[src/rtl/axis_wormhole_rr_arbiter.sv]
// ---------------------------------------------------------------------------
// axis_wormhole_rr_arbiter
//
// Shares one outgoing AXI-Stream channel among N_INPUTS competing input
// ports of a mesh router. Arbitration is round-robin and packet-locked
// (wormhole): the granted input owns the output until its TLAST flit
// handshakes, so flits of different packets never interleave.
//
// An idle arbiter spends one cycle choosing an owner; no flit moves in
// that cycle. While locked, the data path and the TREADY return path are
// purely combinational, so each flit costs no extra latency.
//
// Ports:
//   clk_i         clock, all state changes on the rising edge
//   rst_i         synchronous reset, active-high
//   req_i         per-input "head flit is routed here" (looked at only in IDLE)
//   in_tvalid_i   per-input TVALID
//   in_tready_o   per-input TREADY (only the owner's bit can be set)
//   in_tdata_i    per-input TDATA, input k at [k*DATA_WIDTH +: DATA_WIDTH]
//   in_tlast_i    per-input TLAST
//   out_tvalid_o  output TVALID (mirrors the owner)
//   out_tready_i  output TREADY
//   out_tdata_o   output TDATA (zero when idle)
//   out_tlast_o   output TLAST (zero when idle)
//   grant_o       one-hot current owner, all-zero in IDLE
//   busy_o        high while a packet holds the lock
// ---------------------------------------------------------------------------
module axis_wormhole_rr_arbiter #(
  parameter int N_INPUTS   = 5,
  parameter int DATA_WIDTH = 32,
  parameter int IDX_WIDTH  = $clog2(N_INPUTS)
) (
  input  logic                           clk_i,
  input  logic                           rst_i,
  input  logic [N_INPUTS-1:0]            req_i,
  input  logic [N_INPUTS-1:0]            in_tvalid_i,
  output logic [N_INPUTS-1:0]            in_tready_o,
  input  logic [N_INPUTS*DATA_WIDTH-1:0] in_tdata_i,
  input  logic [N_INPUTS-1:0]            in_tlast_i,
  output logic                           out_tvalid_o,
  input  logic                           out_tready_i,
  output logic [DATA_WIDTH-1:0]          out_tdata_o,
  output logic                           out_tlast_o,
  output logic [N_INPUTS-1:0]            grant_o,
  output logic                           busy_o
);

  localparam logic [0:0] ST_IDLE   = 1'b0;
  localparam logic [0:0] ST_LOCKED = 1'b1;

  // Increment an input index modulo N_INPUTS; correct for any N_INPUTS,
  // not only powers of two.
  function automatic logic [IDX_WIDTH-1:0] wrap_inc(input logic [IDX_WIDTH-1:0] v);
    if (v == IDX_WIDTH'(N_INPUTS - 1)) begin
      return '0;
    end else begin
      return v + IDX_WIDTH'(1);
    end
  endfunction

  logic [0:0]            state_r;
  logic [IDX_WIDTH-1:0]  grant_q_r;
  logic [IDX_WIDTH-1:0]  rr_ptr_r;

  logic [N_INPUTS-1:0]   cand_s;
  logic                  sel_found_s;
  logic [IDX_WIDTH-1:0]  sel_idx_s;
  logic [IDX_WIDTH-1:0]  probe_s;
  logic                  locked_s;
  logic [N_INPUTS-1:0]   grant_s;
  logic                  out_tvalid_s;
  logic                  out_tlast_s;
  logic [DATA_WIDTH-1:0] out_tdata_s;
  logic                  release_s;

  // Round-robin pick: walk the candidates starting at rr_ptr_r with wrap,
  // and keep the first one found.
  always_comb begin
    cand_s      = req_i & in_tvalid_i;
    sel_found_s = 1'b0;
    sel_idx_s   = rr_ptr_r;
    probe_s     = rr_ptr_r;
    for (int i = 0; i < N_INPUTS; i++) begin
      if (!sel_found_s && cand_s[probe_s]) begin
        sel_found_s = 1'b1;
        sel_idx_s   = probe_s;
      end else begin
        // keep the earlier pick (or keep searching)
      end
      probe_s = wrap_inc(probe_s);
    end
  end

  // One-hot owner decode, qualified by the lock so IDLE drives all zeros.
  always_comb begin
    locked_s = (state_r == ST_LOCKED);
    for (int i = 0; i < N_INPUTS; i++) begin
      grant_s[i] = locked_s && (grant_q_r == IDX_WIDTH'(i));
    end
  end

  // Owner mux as an AND-OR over the one-hot grant: no owner means all
  // outputs read zero, which gives the idle/reset values for free.
  always_comb begin
    out_tdata_s = '0;
    for (int i = 0; i < N_INPUTS; i++) begin
      if (grant_s[i]) begin
        out_tdata_s = in_tdata_i[i*DATA_WIDTH +: DATA_WIDTH];
      end else begin
        // not the owner, contributes nothing
      end
    end
    out_tvalid_s = |(grant_s & in_tvalid_i);
    out_tlast_s  = |(grant_s & in_tlast_i);
    release_s    = out_tvalid_s && out_tready_i && out_tlast_s;
  end

  // Drive the ports; only the owner ever sees out_tready_i.
  always_comb begin
    in_tready_o  = grant_s & {N_INPUTS{out_tready_i}};
    out_tvalid_o = out_tvalid_s;
    out_tdata_o  = out_tdata_s;
    out_tlast_o  = out_tlast_s;
    grant_o      = grant_s;
    busy_o       = locked_s;
  end

  // Lock state machine: IDLE picks an owner, LOCKED holds it until the
  // TLAST handshake, which also moves the pointer past the owner.
  always_ff @(posedge clk_i) begin
    if (rst_i) begin
      state_r   <= ST_IDLE;
      grant_q_r <= '0;
      rr_ptr_r  <= '0;
    end else begin
      case (state_r)
        ST_IDLE: begin
          if (sel_found_s) begin
            state_r   <= ST_LOCKED;
            grant_q_r <= sel_idx_s;
          end else begin
            state_r   <= ST_IDLE;
          end
        end
        ST_LOCKED: begin
          if (release_s) begin
            state_r   <= ST_IDLE;
            grant_q_r <= '0;
            rr_ptr_r  <= wrap_inc(grant_q_r);
          end else begin
            state_r   <= ST_LOCKED;
          end
        end
        default: begin
          state_r   <= ST_IDLE;
          grant_q_r <= '0;
        end
      endcase
    end
  end

endmodule

[config.mk]
export PLATFORM = sky130hd
export DESIGN_NAME = axis_wormhole_rr_arbiter
export DESIGN_NICKNAME = d
export VERILOG_FILES = /design/src/rtl/axis_wormhole_rr_arbiter.sv
export SDC_FILE = /design/constraint.sdc
export NUM_CORES = 1
export LEC_CHECK = 0
export ABC_CLOCK_PERIOD_IN_PS = 11200
export CAP_MARGIN = 10
export CELL_PAD_IN_SITES_DETAIL_PLACEMENT = 2
export CELL_PAD_IN_SITES_GLOBAL_PLACEMENT = 2
export CORE_MARGIN = 1
export CORE_UTILIZATION = 15
export CTS_BUF_LIST = sky130_fd_sc_hd__clkbuf_16
export DETAILED_ROUTE_END_ITERATION = 10
export GPL_TIMING_DRIVEN = 0
export PLACE_DENSITY = 0.95
export SETUP_SLACK_MARGIN = 0.15
export SLEW_MARGIN = 20
export SYNTH_ARGS = -nofsm -noshare
export SYNTH_HDL_FRONTEND = slang
export SYNTH_SLANG_ARGS = --single-unit
[constraint.sdc]
create_clock -name clk_i -period 11.2 [get_ports clk_i]
set_input_delay 1.68 -clock clk_i [delete_from_list [all_inputs] [get_ports clk_i]]
set_output_delay 1.68 -clock clk_i [all_outputs]
set_load 0.02 [all_outputs]
# Yosys cells after proc, flatten, opt, wreduce, memory -nomap -nowiden
# Cells that the tools add are included.
# totals
latch_bits	0
input_bits	178
register_bits	7
memories	0
ram_bits	0
mem_bits_ro	0
output_inout_bits	45
# op_classes
addsub	5
shifts	0
div_mod_pow	0
n_eq_ne	10
n_mux	35
n_bitwise	5
mul	0
order_cmp	5
n_reduce_logical	20
# ops
op	n
32-bit 2-to-1 mux	5
3-bit 2-to-1 mux	11
5-bit bitwise AND	4
3-bit by 4-bit < comparator with 1-bit output (second input constant)	5
3-bit by 1-bit adder with 3-bit output (second input constant)	5
1-bit binary-select mux with 3-bit select	5
3-bit equality test (second input constant)	5
1-bit 2-to-1 mux	12
1-bit logical AND	11
5-bit OR reduction	2
3-bit by 2-bit equality test with 1-bit output (second input constant)	2
3-bit one-hot mux with 2 select lines	1
1-bit logical NOT	4
2-bit AND reduction	2
3-bit by 1-bit equality test with 1-bit output (second input constant)	1
3-bit logical NOT	1
2-bit by 1-bit inequality test with 1-bit output (second input constant)	1
2-bit inequality test (second input constant)	1
1-bit one-hot mux with 2 select lines	1
1-bit NOT	1

# Depth between registers and ports, before layout
# Gate-level depths: netlist of run 1.
# depth
depth_word	18
ltp_mapped	17
depth_no_buf	16

# Worst setup path before layout of run 1
# OpenSTA, ideal clock, no wires.
# synth_timing
kind	register to output
from	register state_r, in the netlist busy_o
to	output port out_tdata_o[22]
t_required_ns	9.520
arrival_time_ns	2.512
stages_incl_launch_ff	10
path_buffers	2
path_slack_ns	7.008
cell_sequence	dfxtp_1 nor2b_1 and2_1 nor2b_1 clkbuf_1 clkbuf_1 a221oi_1 nor3_1 a21oi_1 o21ai_0
# synth_via
elab_chain_len	6
elab_cells_between_ends	10
classes_between	mux (5); reduce/logical (5)
# synth_rtl
element	line	text
start: declaration	61	logic [0:0] state_r;
start signal: assignment	132	state_r <= ST_IDLE;
start signal: assignment	139	state_r <= ST_LOCKED;
start signal: assignment	142	state_r <= ST_IDLE;
1-bit logical AND	98	grant_s[i] = locked_s && (grant_q_r == IDX_WIDTH'(i));
net grant_o[0]	44	output logic [N_INPUTS-1:0] grant_o,
32-bit 2-to-1 mux (5 in series)	107	if (grant_s[i]) begin
end: declaration	42	output logic [DATA_WIDTH-1:0] out_tdata_o,
# The timed path passes the listed nets, and every way through them passes these cells.

# Worst setup path after layout of run 1
# layout_timing
from	register state_r, in the netlist busy_o
to	output port out_tdata_o[22]
# layout_via
elab_chain_len	6
elab_cells_between_ends	10
classes_between	mux (5); reduce/logical (5)
# layout_rtl
element	line
1-bit logical AND	98
32-bit 2-to-1 mux (4 in series)	107
32-bit 2-to-1 mux (*)	107
# Every way passes the cells marked *; elsewhere a longest branch is shown, timed or not.

==> flow_summary.yaml, run 1 <==
final_layout:
  fin_nets: 812
  fin_cells: 838
  mostFrequentLayoutCell: "clkdlybuf4s50_1"
  postLayoutCoreUtil_pct: 31.5
  layout-drive-gt1-share_pct: 2.90
  syn_to_final_growth_pct: 105
  final_cell_mix: "clkdlybuf4s50_1 (221), nor2_1 (47), nand2_1 (44)"
  fin_area_um2: 5010
critical_path:
  worstReg2RegEnd: "grant_q_r[2]"
  required_ps: 9520
  crit_path_start: "busy_o"
  reg2reg_depth: 17
  crit_end: "out_tdata_o[22]"
  crit_path_end_kind: "output port"
  crit_arrival_ps: 3810
  r2r-start: "rr_ptr_r[1]"
  r2r_setup_slack_ps: 6100
  crit_type: "reg -> out"
  cp-start-kind: "flop"
  cp_max_fo: 10
placed_design:
  pre_cts_ws_ps: 5900
  gp_congestion: 0.906
  portBuffers: 221
  postPlaceCellArea_um2: 4930
  hpwl_um: 14300
  dp_cells: 833
grt:
  grt_pass1_vias: 4458
  grt_pass1_wl_um: 25300
  antenna_found_initial: 0
  grt_max_degree: 11
  grt_overflow: 0
  grt_usage_pct: 19.5
clock_network:
  post_cts_buffers: 0
  cts_tree: "yes"
  postCtsHoldBufs: 0
  root_buffer: "clkbuf_16"
  cts_made_buffers: 3
  clock_latency_ps: 240
  clk_pin_slew_ps: 40
  cts_sinks: 7
  htree_levels: 1
  post_cts_resized: 0
  clk_path_buf_depth: 2
drt:
  vias: 4137
  drt_first_pass_iters: 4
  wl_um: 17200
  drcViolationCount: 0
  postRouteAntennaNets: 0
  first_iter_violations: 180
  vias_per_cell: 4.94
  wl_per_cell_um: 20.6
die:
  dieArea_um2: 16800
  dieHeight_um: 130
  rows: 46
  initial_utilization_pct: 15.4
  fp.dieW_um: 130
  core_area_um2: 15900
  ios: 223
power_and_ir_drop:
  p_per_area_nw_per_um2: 69.2
  ir_worst_vdd_v: 0.0000374
  total_power_mw: 0.346
  power.leakage_nw: 1.72
synth:
  synth_area_um2: 2440
  ys_types: 62
  yosys_warnings: 0
  yosys-top-cells-area: "a221oi_1 (11%), a21oi_1 (8.0%), nor2_1 (7.2%)"
  syn_nets: 586
  synth-main-ff-cell: "dfxtp_1"
  postSynthCellCount: 396
  netlist.area_leader.share_pct: 11.5
  synth_area_leader_cell: "a221oi_1"
  synthArstFlopShare_pct: 0
  ys_seq_elements: 7
  synth_edf_count: 0
  syn_area_per_cell_um2: 6.17
  seq_area_frac_synth_pct: 5.73
job:
  cap_violations: 0
timing:
  layout_setup_ws_ps: 5710
  setup_tns_ps: 0
  worstMarginPinSlew_ps: 823
  rsz0062_at_grt: "no"
  period_share_pct: 49.0
  final_max_slew_viol_count: 0
  period_needed_ps: 5490
  relSlewSlack_pct: 44.7
  max_freq_mhz: 182
  setup_viol: 0
  timing.hold.ws_ps: 567
  clock-skew-final_ps: 4.44
  hold_viol_final: 0
hold_path:
  min_path_type: "reg -> reg"
run_status:
  status: "finished clean"
-- flip-flops by register name, summed over array words and instances (netlist names) --
register and flops:
busy_o 1, grant_q_r 3, rr_ptr_r 3
-- final cells by class --
class	instances	area (um2)
Timing Repair Buffer	221	2210
Clock inverter	1	3.75
Multi-Input combinational cell	342	2110
Antenna cell	1	2.50
Clock buffer	3	75.1
Sequential cell	7	140
Inverter	11	41.3
Fill cell	1914	10900
Buffer	36	151
Tap cell	216	270
-- how the worst min path moves through the flow --
stage	from	end	slack, ps	cells past startpoint
6_report	grant_q_r[1]	grant_q_r[1]	570	1
5_1_grt	grant_q_r[1]	grant_q_r[1]	600	1
3_5_place_dp	grant_q_r[1]	grant_q_r[1]	540	1
2_1_floorplan	grant_q_r[1]	grant_q_r[1]	490	1
3_3_place_gp	grant_q_r[1]	grant_q_r[1]	540	1
4_1_cts	grant_q_r[1]	grant_q_r[1]	560	1
-- synthesized netlist by cell type (all sizes together), types with 2 or more instances --
master,instances
o32a,2
nand4,2
nand2b,3
a22oi,5
dfxtp,7
o32ai,2
a21oi,41
nor3b,2
and3,6
inv,9
nand2,44
buf,5
or4,4
nand4b,2
and2,6
o2111ai,2
mux4,2
nor3,35
mux2i,6
ha,12
nor2,48
a22o,3
o21a,2
o21ai,39
a221oi,32
o22ai,3
o211ai,3
nor2b,4
clkbuf,31
nand3,10
a211oi,2
clkinv,2
a31oi,3
-- metal layers --
| layer | routed length (um) | GRT usage, % | share of wire (%) |
|---|---|---|---|
| met5 | 0 | 0 | 0 |
| met4 | 209 | 3.42 | 1.2 |
| met1 | 7410 | 24.5 | 43 |
| met3 | 837 | 2.77 | 4.9 |
| met2 | 8770 | 35.5 | 51 |
-- worst max-delay path: stages (launching register included) --
cell	delay [ps]
dfxtp_1	500
nor2b_1	380
and2_1	300
nor2b_1	160
clkbuf_1	240
clkbuf_1	520
a221oi_1	170
nor3_1	180
a21oi_1	70
o21ai_0	350
clkdlybuf4s50_1	700
-- report_power, final --
| part | internal [mW] | switching (mW) | leakage, nW | total (mW) |
|---|---|---|---|---|
| Clock | 0.0466 | 0.0152 | 0.0423 | 0.0618 |
| Sequential | 0.0265 | 0.00232 | 0.0571 | 0.0288 |
| Combinational | 0.133 | 0.123 | 1.62 | 0.256 |
| Total | 0.206 | 0.141 | 1.72 | 0.346 |
-- cells by family (layout without fill, tap and decap cells) --
logic type      Yosys count  in the layout  synth area share, %
flops                     7              7                 5.73
simple gates            169            169                 32.7
other cells               0              1                    0
buf+inv                  47            272                 7.88
fa+ha+maj                12             12                 6.14
compound gates          153            153                 43.2
mux                       8              8                 4.30
Power figures use the tool's default switching activity.
==> inputs of run 2 (changes only) <==
--- a/config.mk
+++ b/config.mk
@@ -5,16 +5,16 @@
 export SDC_FILE = /design/constraint.sdc
 export NUM_CORES = 1
 export LEC_CHECK = 0
-export ABC_CLOCK_PERIOD_IN_PS = 11200
+export ABC_CLOCK_PERIOD_IN_PS = 4800
 export CAP_MARGIN = 10
 export CELL_PAD_IN_SITES_DETAIL_PLACEMENT = 2
 export CELL_PAD_IN_SITES_GLOBAL_PLACEMENT = 2
 export CORE_MARGIN = 1
-export CORE_UTILIZATION = 15
+export CORE_UTILIZATION = 12
 export CTS_BUF_LIST = sky130_fd_sc_hd__clkbuf_16
 export DETAILED_ROUTE_END_ITERATION = 10
 export GPL_TIMING_DRIVEN = 0
-export PLACE_DENSITY = 0.95
+export PLACE_DENSITY = 0.85
 export SETUP_SLACK_MARGIN = 0.15
 export SLEW_MARGIN = 20
 export SYNTH_ARGS = -nofsm -noshare
==> constraint.sdc (replaced) <==
create_clock -name clk_i -period 4.8 [get_ports clk_i]
set_input_delay 0.72 -clock clk_i [delete_from_list [all_inputs] [get_ports clk_i]]
set_output_delay 0.72 -clock clk_i [all_outputs]
set_load 0.02 [all_outputs]
==> flow_summary.yaml, run 2 (synthesis results as in run 1) <==
grt:
  grt_pass1_vias: 4401
  grt_usage_pct: 15.8
  antenna_found_initial: 0
  grt_overflow: 0
  grt_pass1_wl_um: 25100
  grt_max_degree: 11
final_layout:
  final_cell_mix: "clkdlybuf4s50_1 (221), nor2_1 (47), nand2_1 (44)"
  postLayoutCoreUtil_pct: 25.8
  syn_to_final_growth_pct: 108
  mostFrequentLayoutCell: "clkdlybuf4s50_1"
  fillers: 2342
  num_antenna_cells: 0
  layout-drive-gt1-share_pct: 3.86
  fin_nets: 812
job:
  cap_violations: 0
power_and_ir_drop:
  ir_worst_vdd_v: 0.000126
  total_power_mw: 0.811
  power.leakage_nw: 1.74
  p_per_area_nw_per_um2: 159
critical_path:
  crit_arrival_ps: 4550
  cp_max_fo: 9
  cp-start-kind: "flop"
  required_ps: 4920
  crit_type: "reg -> reg"
  worstReg2RegEnd: "grant_q_r[2]"
  r2r_setup_slack_ps: 370
  crit_end: "grant_q_r[2]"
  r2r-start: "rr_ptr_r[0]"
  crit_path_end_kind: "flop"
  crit_path_start: "rr_ptr_r[0]"
  reg2reg_depth: 17
clock_network:
  clock_latency_ps: 230
  clk_pin_slew_ps: 40
  clk_path_buf_depth: 2
  htree_levels: 1
  root_buffer: "clkbuf_16"
  cts_made_buffers: 3
  cts_tree: "yes"
  post_cts_buffers: 0
  cts_sinks: 7
placed_design:
  gp_congestion: 0.817
  hpwl_um: 14700
  portBuffers: 221
die:
  dieHeight_um: 145
  core_area_um2: 19700
  initial_utilization_pct: 12.4
  fp.dieW_um: 145
  dieArea_um2: 20900
  rows: 51
  ios: 223
drt:
  first_iter_violations: 117
  drcViolationCount: 0
  wl_um: 17600
  vias_per_cell: 4.59
  vias: 4064
  drt_first_pass_iters: 4
  postRouteAntennaNets: 0
  wl_per_cell_um: 19.9
hold_path:
  min_path_type: "reg -> reg"
timing:
  worstMarginPinSlew_ps: 815
  period_needed_ps: 4430
  final_max_slew_viol_count: 0
  hold_viol_final: 0
  max_freq_mhz: 226
  period_share_pct: 92.3
  relSlewSlack_pct: 45.3
  clock-skew-final_ps: 4.49
  rsz0062_at_grt: "yes"
  setup_viol: 0
  setup_tns_ps: 0
run_status:
  status: "finished clean"
==> run 2: cell count changes in the layout (fill, tap and decap cells not counted), sizes merged <==
cell	change
buf	-1
clkbuf	+1
diode	-1
==> run 2: cell type report <==
cell class | count | area [um2] | share of cell area [%]
sequential | 7 | 140 | 2.75
clock inverter | 1 | 3.75 | 0.0737
tap | 265 | 332 | 6.51
timing repair buffer | 221 | 2210 | 43.5
inverter | 11 | 42.5 | 0.836
clock buffer | 3 | 75.1 | 1.47
multi-input combinational | 342 | 2130 | 41.8
buffer | 36 | 156 | 3.07
==> run 2: what timing repair did <==
action | 4_1_cts | 5_1_grt
resized for setup | 3 | 6
endpoints found under the setup margin | 3 | 5
hold buffers | 0 | 0
==> run 2: worst min-delay path by stage <==
stage,from,to,slack (ps),cells after the start
after floorplan,grant_q_r[1],grant_q_r[1],490,1
after global placement,grant_q_r[1],grant_q_r[1],540,1
after detailed placement,grant_q_r[1],grant_q_r[1],540,1
after CTS,grant_q_r[1],grant_q_r[1],570,1
after global routing,grant_q_r[1],grant_q_r[1],620,1
final,grant_q_r[1],grant_q_r[1],570,1
==> run 2: stage by stage <==
step	setup WS, ps	area, um2	hold slack (ps)	instances
3_3_place_gp	-87.5	4990	538	882
6_report	368	5090	570	886
2_1_floorplan	770	2440	494	396
4_1_cts	233	5070	570	886
5_1_grt	100	5090	616	886
3_5_place_dp	-174	4990	541	882
==> run 2: report_power, final <==
part	total, mW	switching [mW]	internal (mW)	leakage, nW
Sequential	0.0672	0.00532	0.0619	0.0571
Combinational	0.602	0.292	0.311	1.64
Clock	0.141	0.0326	0.108	0.0423
==> run 2: routing by layer <==
metal | part of all wire, % | wire length, um | global-route usage, %
met4 | 1.3 | 225 | 2.60
met3 | 4.1 | 718 | 1.84
met2 | 50 | 8840 | 28.0
met1 | 45 | 7870 | 20.5
met5 | 0 | 0 | 0
==> run 2: critical path, stage by stage, from the launching register on <==
cell	delay (ps)
dfxtp_1	350
clkbuf_4	230
inv_1	110
ha_1	300
a21oi_4	230
inv_1	80
ha_1	230
o21ai_1	130
a22o_2	270
clkinv_2	150
ha_1	300
a311o_1	380
o211ai_4	290
mux2i_2	290
nand4b_1	210
a41oi_1	170
or4_1	490
o41ai_1	80
==> inputs of run 3 (changes only) <==
--- a/config.mk
+++ b/config.mk
@@ -16,7 +16,7 @@
 export GPL_TIMING_DRIVEN = 0
 export PLACE_DENSITY = 0.85
 export SETUP_SLACK_MARGIN = 0.15
-export SLEW_MARGIN = 20
+export SLEW_MARGIN = 10
 export SYNTH_ARGS = -nofsm -noshare
 export SYNTH_HDL_FRONTEND = slang
 export SYNTH_SLANG_ARGS = --single-unit
==> results of run 3 <==
Final layout, timing and power as in run 2 (identical DEF).
